**config.mk**
```make
export PLATFORM = sky130hd
export DESIGN_NAME = bus_arbiter
export DESIGN_NICKNAME = d
export VERILOG_FILES = /design/src/rtl/bus_arbiter.sv
export SDC_FILE = /design/constraint.sdc
export NUM_CORES = 1
export LEC_CHECK = 0
export ABC_AREA = 1
export BUFFER_PORTS_ARGS = -buffer_cell sky130_fd_sc_hd__buf_2
export CAP_MARGIN = 20
export CORE_MARGIN = 2
export CORE_UTILIZATION = 23
export DETAILED_ROUTE_END_ITERATION = 8
export SLEW_MARGIN = 20
export SYNTH_ARGS = -nofsm -noshare
export SYNTH_HDL_FRONTEND = slang
export SYNTH_SLANG_ARGS = --single-unit
```
**constraint.sdc**
```tcl
create_clock -name clk -period 1.1 [get_ports clk]
set_input_delay 0.055 -clock clk [delete_from_list [all_inputs] [get_ports clk]]
set_output_delay 0.055 -clock clk [all_outputs]
set_load 0.005 [all_outputs]
```
**src/rtl/bus_arbiter.sv**
```systemverilog
`default_nettype none
// ============================================================================
// Module   : bus_arbiter
// Brief    : Two-master arbiter for the bridge CPU data port. Master 0 has
//            fixed priority; a saturating starvation counter forces a grant
//            to master 1 after STARVE_LIMIT lost arbitrations. Each accepted
//            request is issued on the bus for one cycle and acknowledged the
//            cycle after, carrying the sampled read data.
// Revision : 1.0 - initial release
// ============================================================================
module bus_arbiter #(
  parameter int unsigned STARVE_LIMIT = 4
) (
  input  logic        clk,
  input  logic        reset,
  input  logic        m0_req,
  input  logic [31:0] m0_addr,
  input  logic [31:0] m0_wdata,
  input  logic [3:0]  m0_byteen,
  output logic        m0_ack,
  output logic [31:0] m0_rdata,
  input  logic        m1_req,
  input  logic [31:0] m1_addr,
  input  logic [31:0] m1_wdata,
  input  logic [3:0]  m1_byteen,
  output logic        m1_ack,
  output logic [31:0] m1_rdata,
  output logic [31:0] bus_addr,
  output logic [31:0] bus_wdata,
  output logic [3:0]  bus_byteen,
  input  logic [31:0] bus_rdata,
  output logic        busy
);

  localparam logic [3:0] C_STARVE_LIMIT = STARVE_LIMIT[3:0];
  localparam logic [3:0] C_STARVE_MAX   = 4'hF;

  typedef enum logic [1:0] {
    S_IDLE  = 2'd0,
    S_ISSUE = 2'd1,
    S_RESP  = 2'd2
  } state_t;

  state_t      state_q;
  logic [3:0]  starve_q;
  logic [3:0]  starve_d;
  logic        win1_d;
  logic        win1_q;
  logic [31:0] rdata_q;
  logic        m0_ack_q;
  logic        m1_ack_q;
  logic [31:0] bus_addr_q;
  logic [31:0] bus_wdata_q;
  logic [3:0]  bus_byteen_q;
  logic        busy_q;

  // Winner selection and starvation-counter next value for the IDLE cycle
  always_comb begin
    win1_d   = m1_req & (~m0_req | (starve_q >= C_STARVE_LIMIT));
    starve_d = starve_q;
    if (!m1_req || win1_d) begin
      starve_d = 4'd0;
    end else if (starve_q != C_STARVE_MAX) begin
      // m1 requested and lost to m0
      starve_d = starve_q + 4'd1;
    end
  end

  // Arbitration FSM; bus drive, ack and busy are all registered outputs
  always_ff @(posedge clk) begin
    if (!reset) begin
      state_q      <= S_IDLE;
      starve_q     <= 4'd0;
      win1_q       <= 1'b0;
      rdata_q      <= 32'd0;
      m0_ack_q     <= 1'b0;
      m1_ack_q     <= 1'b0;
      bus_addr_q   <= 32'd0;
      bus_wdata_q  <= 32'd0;
      bus_byteen_q <= 4'd0;
      busy_q       <= 1'b0;
    end else begin
      // Bus and acks are single-cycle pulses unless set below
      m0_ack_q     <= 1'b0;
      m1_ack_q     <= 1'b0;
      bus_addr_q   <= 32'd0;
      bus_wdata_q  <= 32'd0;
      bus_byteen_q <= 4'd0;
      busy_q       <= 1'b0;
      case (state_q)
        S_IDLE: begin
          starve_q <= starve_d;
          if (m0_req || m1_req) begin
            // The bus registers double as the payload latch for ISSUE
            win1_q       <= win1_d;
            bus_addr_q   <= win1_d ? m1_addr   : m0_addr;
            bus_wdata_q  <= win1_d ? m1_wdata  : m0_wdata;
            bus_byteen_q <= win1_d ? m1_byteen : m0_byteen;
            busy_q       <= 1'b1;
            state_q      <= S_ISSUE;
          end
        end
        S_ISSUE: begin
          // Bridge read data is combinational on bus_addr; sample it now
          rdata_q  <= bus_rdata;
          m0_ack_q <= ~win1_q;
          m1_ack_q <= win1_q;
          busy_q   <= 1'b1;
          state_q  <= S_RESP;
        end
        S_RESP: begin
          state_q <= S_IDLE;
        end
        default: begin
          state_q <= S_IDLE;
        end
      endcase
    end
  end

  assign m0_ack     = m0_ack_q;
  assign m1_ack     = m1_ack_q;
  assign m0_rdata   = m0_ack_q ? rdata_q : 32'd0;
  assign m1_rdata   = m1_ack_q ? rdata_q : 32'd0;
  assign bus_addr   = bus_addr_q;
  assign bus_wdata  = bus_wdata_q;
  assign bus_byteen = bus_byteen_q;
  assign busy       = busy_q;

endmodule
`default_nettype wire

```
==> impl_metrics.tcl, run 1 <==
set metrics [dict create \
    status "finished with violations" \
    violations "negative setup slack" \
    grt_overflow 0 \
    routed_via_density 4.45 \
    setup_viol 168 \
    antenna_found_initial 1 \
    finalWirelength_mm 22.7 \
    slew_viol_final 0 \
    post_drt_wl_per_cell_um 15.8 \
    grt_pass1_vias 6007 \
    ys_seq_area_share_pct 45.2 \
    power_leakage_nw 5.51 \
    setup_slack_ns -0.206 \
    hold_path_depth 4 \
    regArea_um2 2210 \
    drt-pass1-iter-count 5 \
    crit_path_max_fanout 7 \
    root_buffer "clkbuf_16" \
    crit_arrival_ns 1.25 \
    die_w_um 150 \
    drive_gt1_share_pct 46.1 \
    avgSynthCellArea_um2 6.99 \
    fillCellCount 1847 \
    multi_input_area_um2 2690 \
    synth_top_area_cell "dfxtp_1" \
    tightestPinTransition_ns 0.431 \
    period_share_pct 119 \
    synth_area_um2 4870 \
    drc 0 \
    hp-class "primary input to flip-flop" \
    fin_nets 1327 \
    postLayoutCellArea_um2 10100 \
    insertion_delay_ns 0.35 \
    maxCapViolCount 0 \
    period_minus_slack_ns 1.31 \
    powerDensity_nw_per_um2 1040 \
    end_kind "output port" \
    synthCells 697 \
    numCtsBuffers 9 \
    placed_area_um2 6780 \
    vias 6381 \
    syn_nets 870 \
    cts_tree "done" \
    clock_sinks 110 \
    dp_hpwl_mm 11.1 \
    place_congestion 0.713 \
    clk_path_buf_depth 2 \
    areaGrowthSynthToFinish_pct 106 \
    cts_max_level 3 \
    grt.total_usage_pct 17.2 \
    initial_core_util_pct 23.3 \
    synth_warnings 0 \
    hold_viol 0 \
    critPathLaunchType "flip-flop" \
    relSlewSlack_pct 71.3 \
    clock_skew_ns 0.0128 \
    postRouteAntennaNets 0 \
    synth_cell_type_count 22 \
    grt_start_max_net_pins 90 \
    ios 307 \
    ys_ff_latch 110 \
    synth_top_area_share_pct 45.2 \
    rows 53 \
    max_freq_ghz 0.765 \
    ir_drop_uv 694 \
    synth_area_leaders "dfxtp_1 (45%), nand2_1 (11%), nor2_1 (11%)" \
    crit_required_ns 1.04 \
    clk_pin_slew_ns 0.07 \
    die_h_um 150 \
    drtIter0Drc 173 \
    r2r_cells 8 \
    hold_ws_ns 0.0169 \
    core_um2 20900 \
    dieArea_um2 22400 \
    rsz0062_at_grt "true" \
    critPathKind "flip-flop to output port" \
    grt_pass1_wl_mm 30.2 \
    io_buffers 306 \
]
[layer usage]
metal / track usage, % / vias to the layer above / wire length (µm)
met2: 31.1 / 299 / 11400
met5: 0 / - / 0
met4: 4.95 / 0 / 601
met1: 19.8 / 2949 / 8990
met3: 4.76 / 41 / 1680
li1: - / 3092 / -
[cell usage after synthesis (all sizes together)]
master	instances
nand4	1
nand2	140
clkbuf	27
or2	1
dfxtp	110
nor2	141
nand3b	68
inv	72
nand3	2
o21ai	35
a21oi	72
ha	1
buf	27
[metrics by stage]
stage | util, % | total power [W] | cells | setup slack, ns | TNS, ns
2_1_floorplan | - | 0.00531 | 697 | -0.0354 | -0.354
3_3_place_gp | 32.5 | 0.00608 | 1243 | -0.0285 | -0.937
3_5_place_dp | 32.5 | 0.00610 | 1243 | -0.0585 | -2.76
4_1_cts | 43.4 | 0.0102 | 1422 | -0.143 | -12.09
5_1_grt | 48.2 | 0.0110 | 1434 | -0.265 | -31.02
6_report | 48.2 | 0.0104 | 1435 | -0.206 | -18.13
[final cells by class]
type / instances / area share [%]
clock inverter: 6 / 0.435
inverter: 72 / 2.76
antenna: 1 / 0.0249
sequential: 110 / 22.0
multi-input combinational: 461 / 26.7
timing repair buffer: 500 / 42.3
tap: 275 / 3.42
clock buffer: 10 / 2.38
[cells in the final DEF (no fill, tap or decap), types with 3 or more instances in the layout]
| cell | instances |
|---|---|
| buf_2 | 264 |
| dlygate4sd3_1 | 141 |
| nor2_1 | 116 |
| dfxtp_1 | 105 |
| nand2_1 | 74 |
| nand3b_1 | 68 |
| a21oi_1 | 59 |
| inv_2 | 45 |
| buf_6 | 45 |
| nand2_4 | 44 |
| o21ai_0 | 26 |
| inv_1 | 25 |
| nand2_2 | 21 |
| nor2_2 | 20 |
| clkbuf_16 | 19 |
| buf_12 | 15 |
| a21oi_2 | 13 |
| buf_16 | 13 |
| buf_4 | 10 |
| o21ai_1 | 8 |
| nor2_4 | 5 |
| dfxtp_2 | 3 |
[path summary, 6_finish.rpt]
check                                   from       endpoint  slack (ns)
worst min-delay path            m1_wdata[14]  bus_wdata[14]        0.02
worst min register to register        win1_q         m0_ack        0.43
worst max register to register    state_q[0]   bus_wdata[5]       -0.17
worst max-delay path                  m1_ack    m1_rdata[4]       -0.21
[power breakdown]
| group | switching, W | internal (W) |
|---|---|---|
| Sequential | 0.000258 | 0.00429 |
| Combinational | 0.00119 | 0.00149 |
| Clock | 0.00159 | 0.00162 |
[worst max-delay path, cell delays in order, from the launching register on]
cell,delay (ns)
dfxtp_4,0.45
clkbuf_16,0.21
nand2_2,0.06
inv_1,0.07
buf_2,0.11
[registers in the layout (all words and copies together), names as in the netlist, 2 cells and up]
register    count
starve_q        4
bus_byteen      4
bus_wdata      32
state_q         2
rdata_q        32
bus_addr       32
[kinds of logic (layout without fill, tap and decap cells)]
logic type	count (synthesis)	count (layout)	synth area share (%)
AOI/OAI and AO/OA	107	107	11.1
adders and majority gates	1	1	0.257
buffers and inverters	126	588	10.5
DFF	110	110	45.2
other	0	1	0
and+or+nand+nor	353	353	32.9
[repair_timing]
item,in CTS,in global routing
gates cloned,12,11
setup buffers,10,1
hold endpoints to repair,100,0
pin swaps,6,54
hold buffers,141,0
setup endpoints to repair,166,167
gates resized for setup,52,218
(Power assumes the default switching activity.)
==> run 2: changes to the inputs <==
CTS_BUF_LIST = sky130_fd_sc_hd__clkbuf_8   (was not set)
==> impl_metrics.tcl, run 2 (same netlist as run 1, synthesis figures left out) <==
set metrics [dict create \
    critPathLaunchType "flip-flop" \
    grt.total_usage_pct 17.8 \
    period_minus_slack_ns 1.35 \
    drtIter0Drc 171 \
    vias 6622 \
    ir_drop_uv 532 \
    fin_nets 1353 \
    tightestPinTransition_ns 0.405 \
    hold_ws_ns 0.0362 \
    hold_viol 0 \
    power_leakage_nw 5.43 \
    clock_skew_ns 0.0184 \
    finalWirelength_mm 23.6 \
    die_h_um 150 \
    mostFrequentLayoutCells "buf_2 (275), dlygate4sd3_1 (167), dfxtp_1 (104), nor2_1 (97), nand3b_1 (68)" \
    crit_arrival_ns 1.30 \
    critPathKind "flip-flop to output port" \
    setup_slack_ns -0.255 \
    place_inst 1243 \
    maxCapViolCount 0 \
    drc 0 \
    cts_max_level 3 \
    grt_start_max_net_pins 90 \
    relSlewSlack_pct 73.0 \
    clk_pin_slew_ns 0.11 \
    path_cells "clkbuf_16 -> nand2_1 -> inv_1 -> buf_2" \
    place_congestion 0.713 \
    final_common_cell "buf_2" \
    areaGrowthSynthToFinish_pct 111 \
    powerDensity_nw_per_um2 955 \
    rows 53 \
    end_kind "output port" \
    drive_gt1_share_pct 46.8 \
    postRouteAntennaNets 0 \
    crit_slowest_cell "dfxtp_4" \
    grt_pass1_wl_mm 31.2 \
    core_um2 20900 \
    status "finished with violations" \
    antenna_found_initial 1 \
    die_w_um 150 \
    drt-pass1-iter-count 4 \
    placed_area_um2 6780 \
    io_buffers 306 \
    dp_hpwl_mm 11.1 \
    grt_pass1_vias 6218 \
    initial_core_util_pct 23.3 \
    rsz0062_at_grt "true" \
    regArea_um2 2220 \
    root_buffer "clkbuf_8" \
    layout.cells.non_filler 1462 \
    crit_path_max_fanout 7 \
    crit_path_max_incr_delay_ns 0.47 \
    cts_tree "done" \
    hp-class "primary input to flip-flop" \
    fillCellCount 1841 \
    violations "negative setup slack" \
    numCtsBuffers 9 \
    period_share_pct 123 \
    postLayoutCellArea_um2 10300 \
    ios 307 \
    r2r_setup_slack_ns -0.21 \
    insertion_delay_ns 0.39 \
    setup_viol 171 \
    grt_overflow 0 \
    routed_via_density 4.53 \
    clock_sinks 110 \
    crit_required_ns 1.04 \
    slew_viol_final 0 \
    dieArea_um2 22400 \
    max_freq_ghz 0.738 \
    post_drt_wl_per_cell_um 16.1 \
    clk_path_buf_depth 2 \
    multi_input_area_um2 2850 \
]
[run 2: cell count changes in the layout (fill, tap and decap cells not counted), moves of 13 or more]
| cell | before | now |
|---|---|---|
| nor2_1 | 116 | 97 |
| inv_2 | 45 | 32 |
| inv_1 | 25 | 38 |
| nand2_1 | 74 | 60 |
| dlygate4sd3_1 | 141 | 167 |
[run 2: what timing repair did]
item,CTS,global route
hold endpoints to repair,100,0
setup endpoints to repair,167,168
pin swaps,11,98
gates cloned,15,9
gates resized for setup,58,256
hold buffers,167,0
setup buffers,11,7
[run 2: worst paths after layout]
| path | from | end | cells past startpoint |
|---|---|---|---|
| setup / recovery | m1_ack | m1_rdata[30] | 4 |
| hold / removal | m1_wdata[27] | bus_wdata[27] | 4 |
| setup reg to reg | state_q[1] | bus_addr[29] | 8 |
| hold reg to reg | win1_q | m0_ack | 1 |
[run 2: per-layer routing]
| metal | vias up | global-route usage [%] | wire [µm] |
|---|---|---|---|
| met2 | 349 | 31.9 | 11800 |
| met1 | 3068 | 20.4 | 9130 |
| li1 | 3147 | - | - |
| met3 | 58 | 3.93 | 1810 |
| met4 | 0 | 7.38 | 794 |
| met5 | - | 0 | 0 |
[run 2: where the power goes]
| group | switching (W) | internal (W) | total, W | leakage (nW) |
|---|---|---|---|---|
| clock | 0.00152 | 0.000903 | 0.00243 | 0.0931 |
| combinational | 0.00130 | 0.00158 | 0.00288 | 4.43 |
| sequential | 0.000226 | 0.00429 | 0.00451 | 0.909 |
[run 2: worst max-delay path, delay by kind of cell, from the launching register on]
| kind | cells | cell delay [ns] |
|---|---|---|
| buffers and inverters | 3 | 0.38 |
| AND/OR/NAND/NOR | 1 | 0.07 |
| flip-flops | 1 | 0.47 |
[run 2: per-stage QoR]
stage | total power (W) | setup TNS [ns] | setup WS [ns] | util, %
2_1_floorplan | 0.00531 | -0.354 | -0.0354 | -
3_3_place_gp | 0.00608 | -0.937 | -0.0285 | 32.5
3_5_place_dp | 0.00610 | -2.76 | -0.0585 | 32.5
4_1_cts | 0.00955 | -18.74 | -0.203 | 44.8
5_1_grt | 0.0103 | -40.24 | -0.301 | 49.2
6_report | 0.00982 | -28.28 | -0.255 | 49.2
[run 2: area by class of cell]
cell class	count	area share, %
well taps	275	3.35
flip-flops and latches	110	21.6
inverters	72	2.70
diodes	2	0.0487
clock buffers	10	1.34
clock inverters	6	0.426
multi-input cells	461	27.7
repair buffers	526	42.8
